==> src/rtl/brightness_envelope_ctrl_if.sv <==
// Trigger bus from the audio side into the envelope controller.
// Events are single-cycle and are never back-pressured.
interface brightness_envelope_ctrl_if;
  logic       trig_dry_valid;
  logic [7:0] trig_dry_level;
  logic       trig_delay_valid;
  logic [7:0] trig_delay_level;
  logic [2:0] delay_src_in;

  modport master (
    output trig_dry_valid,
    output trig_dry_level,
    output trig_delay_valid,
    output trig_delay_level,
    output delay_src_in
  );

  modport slave (
    input trig_dry_valid,
    input trig_dry_level,
    input trig_delay_valid,
    input trig_delay_level,
    input delay_src_in
  );
endinterface

==> src/rtl/brightness_envelope_ctrl.sv <==
// Per-frame attack/decay brightness envelope for the dry and delay channels.
// Triggers are merged at any time and applied only at the start of vblank.
module brightness_envelope_ctrl #(
  parameter int ACTIVE_H    = 1280,
  parameter int ACTIVE_V    = 720,
  parameter int ATTACK_STEP = 64,
  parameter int DECAY_STEP  = 4
) (
  input  logic                              clk,
  input  logic                              rst,
  input  logic [10:0]                       h_count_in,
  input  logic [9:0]                        v_count_in,
  brightness_envelope_ctrl_if.slave         trig,
  output logic [7:0]                        brightness_from_dry,
  output logic [7:0]                        brightness_from_delay,
  output logic [2:0]                        delay_src,
  output logic                              frame_tick
);

  localparam int NUM_CH = 2;
  localparam logic [2:0] SRC_OFF = 3'b111;

  typedef enum logic [1:0] {IDLE, ATTACK, DECAY} env_st_t;

  logic       b;
  logic       vld    [NUM_CH];
  logic [7:0] lvl    [NUM_CH];
  logic       kill   [NUM_CH];
  logic       drop   [NUM_CH];
  logic [7:0] bright [NUM_CH];

  // A zero-width active region would never produce a first column.
  assign b = (h_count_in == '0) && (v_count_in == 10'(ACTIVE_V)) && (ACTIVE_H > 0);

  assign vld[0]  = trig.trig_dry_valid;
  assign lvl[0]  = trig.trig_dry_level;
  assign vld[1]  = trig.trig_delay_valid;
  assign lvl[1]  = trig.trig_delay_level;
  assign kill[0] = 1'b0;
  assign drop[0] = 1'b0;
  assign kill[1] = (delay_src == SRC_OFF) || (trig.delay_src_in == SRC_OFF);
  assign drop[1] = (delay_src == SRC_OFF);

  assign brightness_from_dry   = bright[0];
  assign brightness_from_delay = bright[1];

  always_ff @(posedge clk) begin
    if (rst) begin
      frame_tick <= 1'b0;
      delay_src  <= '0;
    end else begin
      frame_tick <= b;
      if (b) delay_src <= trig.delay_src_in;
    end
  end

  for (genvar c = 0; c < NUM_CH; c++) begin : g_ch
    env_st_t    st, st_nx;
    logic [7:0] tgt, tgt_nx, bright_nx, pend_lvl, eff;
    logic [8:0] up, dn;

    always_comb begin
      st_nx     = st;
      bright_nx = bright[c];
      tgt_nx    = tgt;
      eff       = (vld[c] && (lvl[c] > pend_lvl)) ? lvl[c] : pend_lvl;
      up        = {1'b0, bright[c]} + 9'(ATTACK_STEP);
      dn        = {1'b0, bright[c]} - 9'(DECAY_STEP);
      if (kill[c]) begin
        st_nx     = IDLE;
        bright_nx = '0;
        tgt_nx    = '0;
      end else if (eff != '0) begin
        // A weaker hit during an envelope only retargets; brightness never dips.
        tgt_nx = eff;
        if (bright[c] < eff) begin
          st_nx     = ATTACK;
          bright_nx = (up >= {1'b0, eff}) ? eff : up[7:0];
        end else begin
          st_nx = DECAY;
        end
      end else begin
        case (st)
          ATTACK: begin
            if (up >= {1'b0, tgt}) begin
              bright_nx = tgt;
              st_nx     = DECAY;
            end else begin
              bright_nx = up[7:0];
            end
          end
          DECAY: begin
            if (dn[8] || (dn == '0)) begin
              bright_nx = '0;
              st_nx     = IDLE;
            end else begin
              bright_nx = dn[7:0];
            end
          end
          default: bright_nx = '0;
        endcase
      end
    end

    always_ff @(posedge clk) begin
      if (rst) begin
        st        <= IDLE;
        bright[c] <= '0;
        tgt       <= '0;
        pend_lvl  <= '0;
      end else if (b) begin
        st        <= st_nx;
        bright[c] <= bright_nx;
        tgt       <= tgt_nx;
        pend_lvl  <= '0;
      end else if (vld[c] && !drop[c] && (lvl[c] > pend_lvl)) begin
        pend_lvl <= lvl[c];
      end
    end
  end

endmodule

==> src/flat_wrapper.sv <==
// flat-port wrapper written by rule: the top's interface ports become plain ports
module brightness_envelope_ctrl_flat 
#(
  parameter int ACTIVE_H    = 1280,
  parameter int ACTIVE_V    = 720,
  parameter int ATTACK_STEP = 64,
  parameter int DECAY_STEP  = 4
)
  (clk, rst, h_count_in, v_count_in, brightness_from_dry, brightness_from_delay, delay_src, frame_tick, trig_trig_dry_valid, trig_trig_dry_level, trig_trig_delay_valid, trig_trig_delay_level, trig_delay_src_in);
  brightness_envelope_ctrl_if trig_i ();
  input  logic clk;
  input  logic rst;
  input  logic [10:0] h_count_in;
  input  logic [9:0] v_count_in;
  output logic [7:0] brightness_from_dry;
  output logic [7:0] brightness_from_delay;
  output logic [2:0] delay_src;
  output logic frame_tick;
  input wire logic [$bits(trig_i.trig_dry_valid)-1:0] trig_trig_dry_valid;
  input wire logic [$bits(trig_i.trig_dry_level)-1:0] trig_trig_dry_level;
  input wire logic [$bits(trig_i.trig_delay_valid)-1:0] trig_trig_delay_valid;
  input wire logic [$bits(trig_i.trig_delay_level)-1:0] trig_trig_delay_level;
  input wire logic [$bits(trig_i.delay_src_in)-1:0] trig_delay_src_in;
  assign trig_i.trig_dry_valid = trig_trig_dry_valid;
  assign trig_i.trig_dry_level = trig_trig_dry_level;
  assign trig_i.trig_delay_valid = trig_trig_delay_valid;
  assign trig_i.trig_delay_level = trig_trig_delay_level;
  assign trig_i.delay_src_in = trig_delay_src_in;
  brightness_envelope_ctrl #(.ACTIVE_H(ACTIVE_H), .ACTIVE_V(ACTIVE_V), .ATTACK_STEP(ATTACK_STEP), .DECAY_STEP(DECAY_STEP)) u_core (.clk(clk), .rst(rst), .h_count_in(h_count_in), .v_count_in(v_count_in), .trig(trig_i), .brightness_from_dry(brightness_from_dry), .brightness_from_delay(brightness_from_delay), .delay_src(delay_src), .frame_tick(frame_tick));
endmodule
==> config.mk <==
export PLATFORM = sky130hd
export DESIGN_NAME = brightness_envelope_ctrl_flat
export DESIGN_NICKNAME = d
export VERILOG_FILES = /design/src/rtl/brightness_envelope_ctrl_if.sv /design/src/rtl/brightness_envelope_ctrl.sv /design/src/flat_wrapper.sv
export SDC_FILE = /design/constraint.sdc
export NUM_CORES = 1
export LEC_CHECK = 0
export ABC_CLOCK_PERIOD_IN_PS = 4300
export CORE_MARGIN = 8
export CORE_UTILIZATION = 35
export CTS_CLUSTER_DIAMETER = 40
export DETAILED_ROUTE_END_ITERATION = 7
export HOLD_SLACK_MARGIN = 0.12
export SETUP_SLACK_MARGIN = 0.15
export SYNTH_ARGS = -nofsm -noshare
export SYNTH_HDL_FRONTEND = slang
export SYNTH_SLANG_ARGS = --single-unit
export TNS_END_PERCENT = 50
==> constraint.sdc <==
create_clock -name clk -period 4.3 [get_ports clk]
set_input_delay 0.645 -clock clk [delete_from_list [all_inputs] [get_ports clk]]
set_output_delay 0.645 -clock clk [all_outputs]
set_load 0.02 [all_outputs]
**After elaboration in Yosys (flattened, before gate mapping)**

Memories as Yosys holds them, arrays and structs flattened.
Cells that the tools add are included.

- Eq/ne operators: 11
- Bitwise gates (word level): 2
- Reductions and logical operators: 22
- Magnitude comparators: 8
- Add/sub/neg operators: 4
- Mux-type cells: 35

Operators by type and width:

| cell | number |
|---|---|
| $mux 8 | 17 |
| $ge 9x8->1 | 4 |
| $pmux 8 s2 | 2 |
| $add 8x7->9 const B | 2 |
| $logic_not 9->1 | 2 |
| $mux 2 | 9 |
| $sub 8x3->9 const B | 2 |
| $gt 8x8->1 | 2 |
| $lt 8x8->1 | 2 |
| $reduce_bool 8->1 | 2 |
| $logic_not 11->1 | 1 |
| $eq 10x10->1 const B | 1 |
| $ne 4x1->1 const B | 2 |
| $pmux 2 s2 | 2 |
| $reduce_and 4->1 | 2 |
| $eq 3x3->1 const B | 2 |
| $ne 3x1->1 const B | 2 |
| $logic_and 1x1->1 | 5 |
| $mux 1 | 5 |
| $eq 2x1->1 const B | 2 |
| $eq 2x2->1 const B | 2 |
| $reduce_and 2->1 | 2 |
| $reduce_bool 4->1 | 1 |
| $logic_or 1x1->1 | 3 |
| 5 further kinds | 6 |

- Output and inout bits: 20
- Logic and storage cells: 91
- Register bits after elaboration: 40
- RAM bits: 16
- Input port bits: 44
- Memories kept: 1

Memory list:

| memory | depth | bits a word | rd ports | clocked after Yosys merged registers in | wr ports | RTL line | text |
|---|---|---|---|---|---|---|---|
| u_core.bright | 2 | 8 | 2 | 0 | 2 | brightness_envelope_ctrl.sv:30 | `logic [7:0] bright [NUM_CH];` |

**Logic depth before layout (Yosys ltp)**

Gate-level depths: netlist (run 1).

- Depth after elaboration: 9
- Depth in mapped cells: 18
- Mapped depth without buffers: 18

**Least setup slack after synthesis (run 1)**

OpenSTA, ideal clock, no wires.

- Path kind: input -> register
- Start point: input trig_trig_dry_level[5]
- End point: memory u_core.bright[0][2], enable pin
- Cell stages on the path: 16
- Required time: 3.939 ns
- Setup time: 0.361 ns
- Path slack: 0.274 ns
- Data arrival time: 3.665 ns
- Buffers on the path: 0
- Path through: ha_1 a21o_1 a21o_1 a21oi_2 a31oi_1 nand2_2 mux2i_1 ha_1 nor2b_1 o21ai_1 nand2b_1 a21oi_1 o21ai_1 a221o_1 o31a_1 o21ai_0

RTL lines:

| item | RTL line | text |
|---|---|---|
| start: declaration | flat_wrapper.sv:20 | `input wire logic [$bits(trig_i.trig_dry_level)-1:0] trig_trig_dry_level;` |
| end: declaration | brightness_envelope_ctrl.sv:30 |  |

==> results of run 1 <==
[worst max-delay path, delay by kind of cell]
kind,cells,cell delay (ps)
AOI/OAI and AO/OA,7,1380
adders and majority gates,2,550
buffers and inverters,3,780
and+or+nand+nor,5,710
[cell usage in the layout, fill, tap and decap left out, types with 11 or more instances in the layout]
cell type and count:
dfxtp_1 40, o2bb2ai_1 11, a21oi_1 28, ha_1 56, nand4_1 13, mux2i_1 16
edfxtp_1 16, nor3_1 12, clkdlybuf4s50_1 58, nor2_1 50, inv_1 50, buf_4 70
nand2_1 33, o21ai_0 12
[stage by stage]
stage                     utilization, %  TNS [ps]  hold slack [ps]  instances
after floorplan                        -         0              445        523
after global placement              46.2     -1180              460        816
after detailed placement            46.2     -3130              472        816
after CTS                           47.3         0              485        824
after global routing                49.2         0              511        829
final                               49.2         0              483        829
[layer usage]
metal | track usage (%) | share of wire (%) | routed length, um
met3 | 2.73 | 5.0 | 685
met5 | 0 | 0 | 0
met2 | 26.7 | 45 | 6170
met4 | 5.87 | 2.0 | 278
met1 | 21.8 | 48 | 6470
[report_power, final]
part           leakage, nW  internal (mW)  total [mW]  switching, mW
combinational         1.95          0.276       0.553          0.277
sequential           0.490          0.559       0.584         0.0248
clock               0.0716          0.216       0.419          0.203
[flip-flops by register name, summed over array words and instances (netlist names)]
signal,flops
u_core.g_ch.pend_lvl,16
u_core.g_ch.tgt,16
u_core.g_ch.st,4
u_core.delay_src,3
u_core.bright,16
u_core.frame_tick,1
[synth_stat cells, types with 6 or more instances]
cell and instances:
or3_1 7, a21oi_1 34, mux2_2 6, nand2b_1 11, o21a_1 6, ha_1 61
o21ai_0 15, nand2_1 34, edfxtp_1 16, nor3_1 12, nand3_1 7, nor2_1 51
inv_1 50, nand4_1 13, dfxtp_1 40, nor4_1 10, mux2i_1 19, o22ai_1 8
a31oi_1 6, nor2b_1 11, o2bb2ai_1 11
[final timing paths]
kind,startpoint,end,cells after the start
hold reg to reg,u_core.g_ch[1].st[0],u_core.g_ch[1].st[0],2
setup reg to reg,u_core.g_ch[1].pend_lvl[5],u_core.bright[1][1],17
setup / recovery,trig_trig_delay_level[4],u_core.bright[1][1],17
hold / removal,u_core.g_ch[1].st[0],u_core.g_ch[1].st[0],2
[kinds of logic (layout without fill, tap and decap cells)]
family / count (synthesis) / after routing / synth area share, %
flops: 56 / 56 / 28.2
compound gates: 132 / 132 / 19.8
simple gates: 181 / 181 / 21.6
buf+inv: 58 / 192 / 5.04
xor+xnor: 6 / 6 / 1.16
mux: 25 / 25 / 5.67
fa+ha+maj: 65 / 65 / 18.5
[final cells by class]
type,count,area (um2)
Multi-Input combinational cell,409,3230
Tap cell,172,215
Clock inverter,3,17.5
Sequential cell,56,1280
Fill cell,1242,6430
Clock buffer,5,125
Inverter,51,196
Timing Repair Buffer,133,1170
[what timing repair did]
action / CTS / global route
setup buffers: 0 / 5
gates resized for setup: 3 / 42
pin swaps: 1 / 19
endpoints found under the setup margin: 6 / 34
==> results.yml, run 1 <==
sta:
  slew_headroom_pct: 56.3
  layout_setup_ws_ps: 287
  finClkSkew_ps: 9.94
  tightest_slew_ps: 653
  fin_crit_sh_pct: 93.3
  maxSlewViolCount: 0
  setup_violations: 0
  finalHoldViolations: 0
  clock.fmax_ghz: 0.249
  finalCriticalPeriod_ps: 4010
  rsz0062_at_grt: "yes"
logic_synthesis:
  syn_inst: 523
  synth_cell_types: 70
  yosysSeqAreaShare_pct: 28.2
  yosys-top-cells-area: "dfxtp_1 (18%), ha_1 (17%), edfxtp_1 (11%), nor2_1 (4.2%), mux2i_1 (4.2%)"
  yosysTopAreaCellShare_pct: 17.6
  ys_seq_elements: 56
  synth_nets: 632
  synth_area_um2: 4550
  yosysWarnings: 0
  synth-edff-count: 16
  syn_area_per_cell_um2: 8.69
  yosys.area.top_type: "dfxtp_1"
  synth_ff_type: "dfxtp_1"
  async_reset_ff_share_pct: 0
placement:
  placed_area_um2: 5850
  hpwl_um: 11000
  dp_slack_ps: -234
  gp_congestion: 0.907
  io_buffers: 63
detailed_routing:
  drtAntennaViolNets: 0
  post_drt_wl_per_cell_um: 16.4
  drtIter0Drc: 241
  num_vias: 4438
  routed_wl_um: 13600
  drc: 0
  via_per_inst: 5.35
  first_pass_iters: 5
cells_and_area:
  fin_nets: 765
  diodes: 0
  drive_gt1_share_pct: 21.2
  areaGrowthSynthToFinish_pct: 37.2
  design_area_um2: 6240
cts:
  holdBufCountCts: 0
  cts_tree: "done"
  root_buffer: "clkbuf_16"
  clock_path_buffers: 2
  numCtsBuffers: 5
  cts.sinks: 56
  clk_latency_ps: 310
  clk_pin_slew_ps: 70
  htree_levels: 2
floorplanning:
  ios: 64
  coreArea_um2: 12700
  chipHeight_um: 130
  die_area_um2: 16900
  initial_core_util_pct: 35.9
  num_rows: 41
  fp.dieW_um: 130
worst_setup_path:
  slowest_stage: "clkdlybuf4s50_1"
  slowest_delay_ps: 490
  cp-start-kind: "input port"
  cp_cell_sequence: "clkdlybuf4s50_1 -> ha_1 -> a21oi_1 -> o21a_1 -> a31o_4 -> nor2_4 -> nor2_1 -> a21oi_1 -> buf_4 -> fa_1 -> nor2b_4 -> and3_4 -> a221oi_2 -> nand3b_1 -> o211ai_1 -> a211oi_2 -> buf_4"
  cp_data_required_time_ps: 4370
  arrival_ps: 4090
  critPathMaxFanout: 5
  crit_type: "input port to flop"
  critical_path.endpoint_type: "flop"
  r2r_slack_ps: 530
grt:
  grt.overflow.total: 0
  grt_max_degree: 20
  grtUsageTotal_pct: 16.5
  first_global_vias: 4430
  grt_pass1_wl_um: 22200
  antenna_found_initial: 0
power:
  leakage_nw: 2.51
  p_total_mw: 1.56
  power_density_nw_per_um2: 249
  peakVddDrop_v: 0.000151
run_status:
  status: "finished, final reports clean"
min_path:
  hp-class: "flop to flop"
job:
  drv_cap: 0
Note: power is estimated with default switching activity, not from simulation.
==> inputs of run 2 (changes only) <==
--- a/config.mk
+++ b/config.mk
@@ -11,7 +11,7 @@
 export CTS_CLUSTER_DIAMETER = 40
 export DETAILED_ROUTE_END_ITERATION = 7
 export HOLD_SLACK_MARGIN = 0.12
-export SETUP_SLACK_MARGIN = 0.15
+export SETUP_SLACK_MARGIN = 0.5
 export SYNTH_ARGS = -nofsm -noshare
 export SYNTH_HDL_FRONTEND = slang
 export SYNTH_SLANG_ARGS = --single-unit
==> results.yml, run 2 (synthesis gave the netlist of run 1 again) <==
cells_and_area:
  layout_commonest_cell: "buf_4"
  fin_nets: 786
  final_cell_mix: "buf_4 (88), ha_1 (50), nor2_1 (49)"
  areaGrowthSynthToFinish_pct: 43.4
  drive_gt1_share_pct: 28.8
  reg.largest.list: "u_core.bright x16, u_core.g_ch.pend_lvl x16, u_core.g_ch.tgt x16"
  diodes: 0
  stdcell_count: 850
worst_setup_path:
  cp-start-kind: "input port"
  critPathBufInv: 2
  arrival_ps: 3810
  cp_cell_sequence: "clkbuf_2 -> ha_1 -> nor2b_1 -> o211ai_1 -> a31o_4 -> nor2_4 -> nor2_4 -> a21oi_4 -> fa_1 -> nor2b_4 -> nand3_2 -> nor2_2 -> nand2_1 -> a21oi_1 -> nand3b_1 -> o211ai_1 -> a211oi_2 -> buf_4"
  critPathMaxFanout: 4
  cp_data_required_time_ps: 4330
  critical_path.endpoint_type: "flop"
  cp_top_family: "compound AO/OA/AOI/OAI gates"
  crit_type: "input port to flop"
  slowest_delay_ps: 510
  slowest_stage: "fa_1"
grt:
  grt_max_degree: 20
  grt_pass1_wl_um: 22700
  first_global_vias: 4731
  antenna_found_initial: 0
  grt.overflow.total: 0
  grtUsageTotal_pct: 16.9
detailed_routing:
  via_per_inst: 5.29
  first_pass_iters: 4
  num_vias: 4496
  post_drt_wl_per_cell_um: 16.6
  drc: 0
  drtIter0Drc: 241
  drtAntennaViolNets: 0
  routed_wl_um: 14100
cts:
  clock_path_buffers: 2
  htree_levels: 2
  clk_pin_slew_ps: 70
  cts.sinks: 56
  cts_tree: "done"
  clk_latency_ps: 310
  root_buffer: "clkbuf_16"
  numCtsBuffers: 5
placement:
  gp_congestion: 0.914
  hpwl_um: 10600
  dp_slack_ps: -298
  io_buffers: 63
  dp.cells: 813
sta:
  hold_ws_ps: 477
  rsz0062_at_grt: "yes"
  layout_setup_ws_ps: 525
  finalCriticalPeriod_ps: 3780
  fin_crit_sh_pct: 87.8
  clock.fmax_ghz: 0.265
  tightest_slew_ps: 693
  setup_violations: 0
  finalHoldViolations: 0
  slew_headroom_pct: 53.7
  maxSlewViolCount: 0
  finClkSkew_ps: 8.29
floorplanning:
  coreArea_um2: 12700
  num_rows: 41
  initial_core_util_pct: 35.9
  die_area_um2: 16900
  ios: 64
  fp.dieW_um: 130
  chipHeight_um: 130
power:
  peakVddDrop_v: 0.000178
  p_int_mw: 1.13
  p_comb_share_pct: 37.4
  sw_frac_of_total_pct: 31.9
  switching_power_uw: 530
  power_density_nw_per_um2: 255
  seqPwrFrac_pct: 35.2
  leakage_nw: 2.61
  p_clk_share_pct: 27.4
min_path:
  hp-class: "flop to flop"
run_status:
  status: "finished, final reports clean"
job:
  drv_cap: 0
[run 2: changes by cell type in the layout (fill, tap and decap cells not counted), moves of 4 or more]
cell,previous run,this run
dfxtp_1,40,33
dlygate4sd2_1,0,4
ha_4,5,9
clkdlybuf4s50_1,58,47
dfxtp_2,0,7
dlymetal6s2s_1,5,0
ha_1,56,50
a21oi_1,28,24
inv_2,0,4
clkbuf_2,0,8
buf_6,0,6
buf_4,70,88
inv_1,50,46
[run 2: timing repair]
| action | CTS | global route |
|---|---|---|
| buffers inserted | 19 | 10 |
| pin swaps | 47 | 40 |
| resized for setup | 56 | 59 |
| endpoints found under the hold margin | 0 | 0 |
| endpoints found under the setup margin | 34 | 30 |
| hold buffers | 0 | 0 |
[run 2: final cells by class]
| class | instances | area, um2 |
|---|---|---|
| Timing Repair Buffer | 154 | 1280 |
| Inverter | 51 | 196 |
| Clock buffer | 7 | 154 |
| Tap cell | 172 | 215 |
| Sequential cell | 56 | 1290 |
| Clock inverter | 1 | 5.00 |
| Fill cell | 1179 | 6150 |
| Multi-Input combinational cell | 409 | 3370 |
[run 2: worst register-to-register path: cells and delay by family, from the launching register on]
family                   cells  cell delay (ps)
AO/OA/AOI/OAI                6             1200
adder cells (fa/ha/maj)      2              790
buffers and inverters        2              220
flip-flops                   1              360
AND/OR/NAND/NOR              7              920
[run 2: stage by stage]
stage	area [um2]	setup TNS (ps)	utilization (%)	power (mW)
after global placement	5870	-2520	46.3	1.08
after floorplan	4590	0	-	0.870
final	6520	0	51.4	1.66
after global routing	6520	0	51.4	1.76
after CTS	6310	0	49.8	1.61
after detailed placement	5870	-3580	46.3	1.09
[run 2: per-layer routing]
layer	vias up	GRT usage (%)	share of wire, %
met4	0	8.13	1.9
met3	18	2.65	4.0
met2	83	30.8	52
met1	2169	18.9	42
li1	2226	-	-
met5	-	0	0
[run 2: final timing paths]
check                                  start               endpoint  slack [ps]  cells after the start
setup / recovery    trig_trig_delay_level[1]    u_core.bright[1][1]         520                     18
hold / removal         u_core.g_ch[0].tgt[1]  u_core.g_ch[0].tgt[1]         480                      2
setup reg to reg  u_core.g_ch[1].pend_lvl[7]    u_core.bright[1][1]         540                     17
hold reg to reg        u_core.g_ch[0].tgt[1]  u_core.g_ch[0].tgt[1]         480                      2
[run 2: power by group through the flow]
stage          Clock (mW)  Combinational [mW]  Sequential, mW
5_1_grt             0.490               0.680           0.588
3_5_place_dp            0               0.497           0.594
3_3_place_gp            0               0.490           0.594
2_1_floorplan           0               0.277           0.593
6_report            0.454               0.621           0.585
4_1_cts             0.469               0.562           0.582
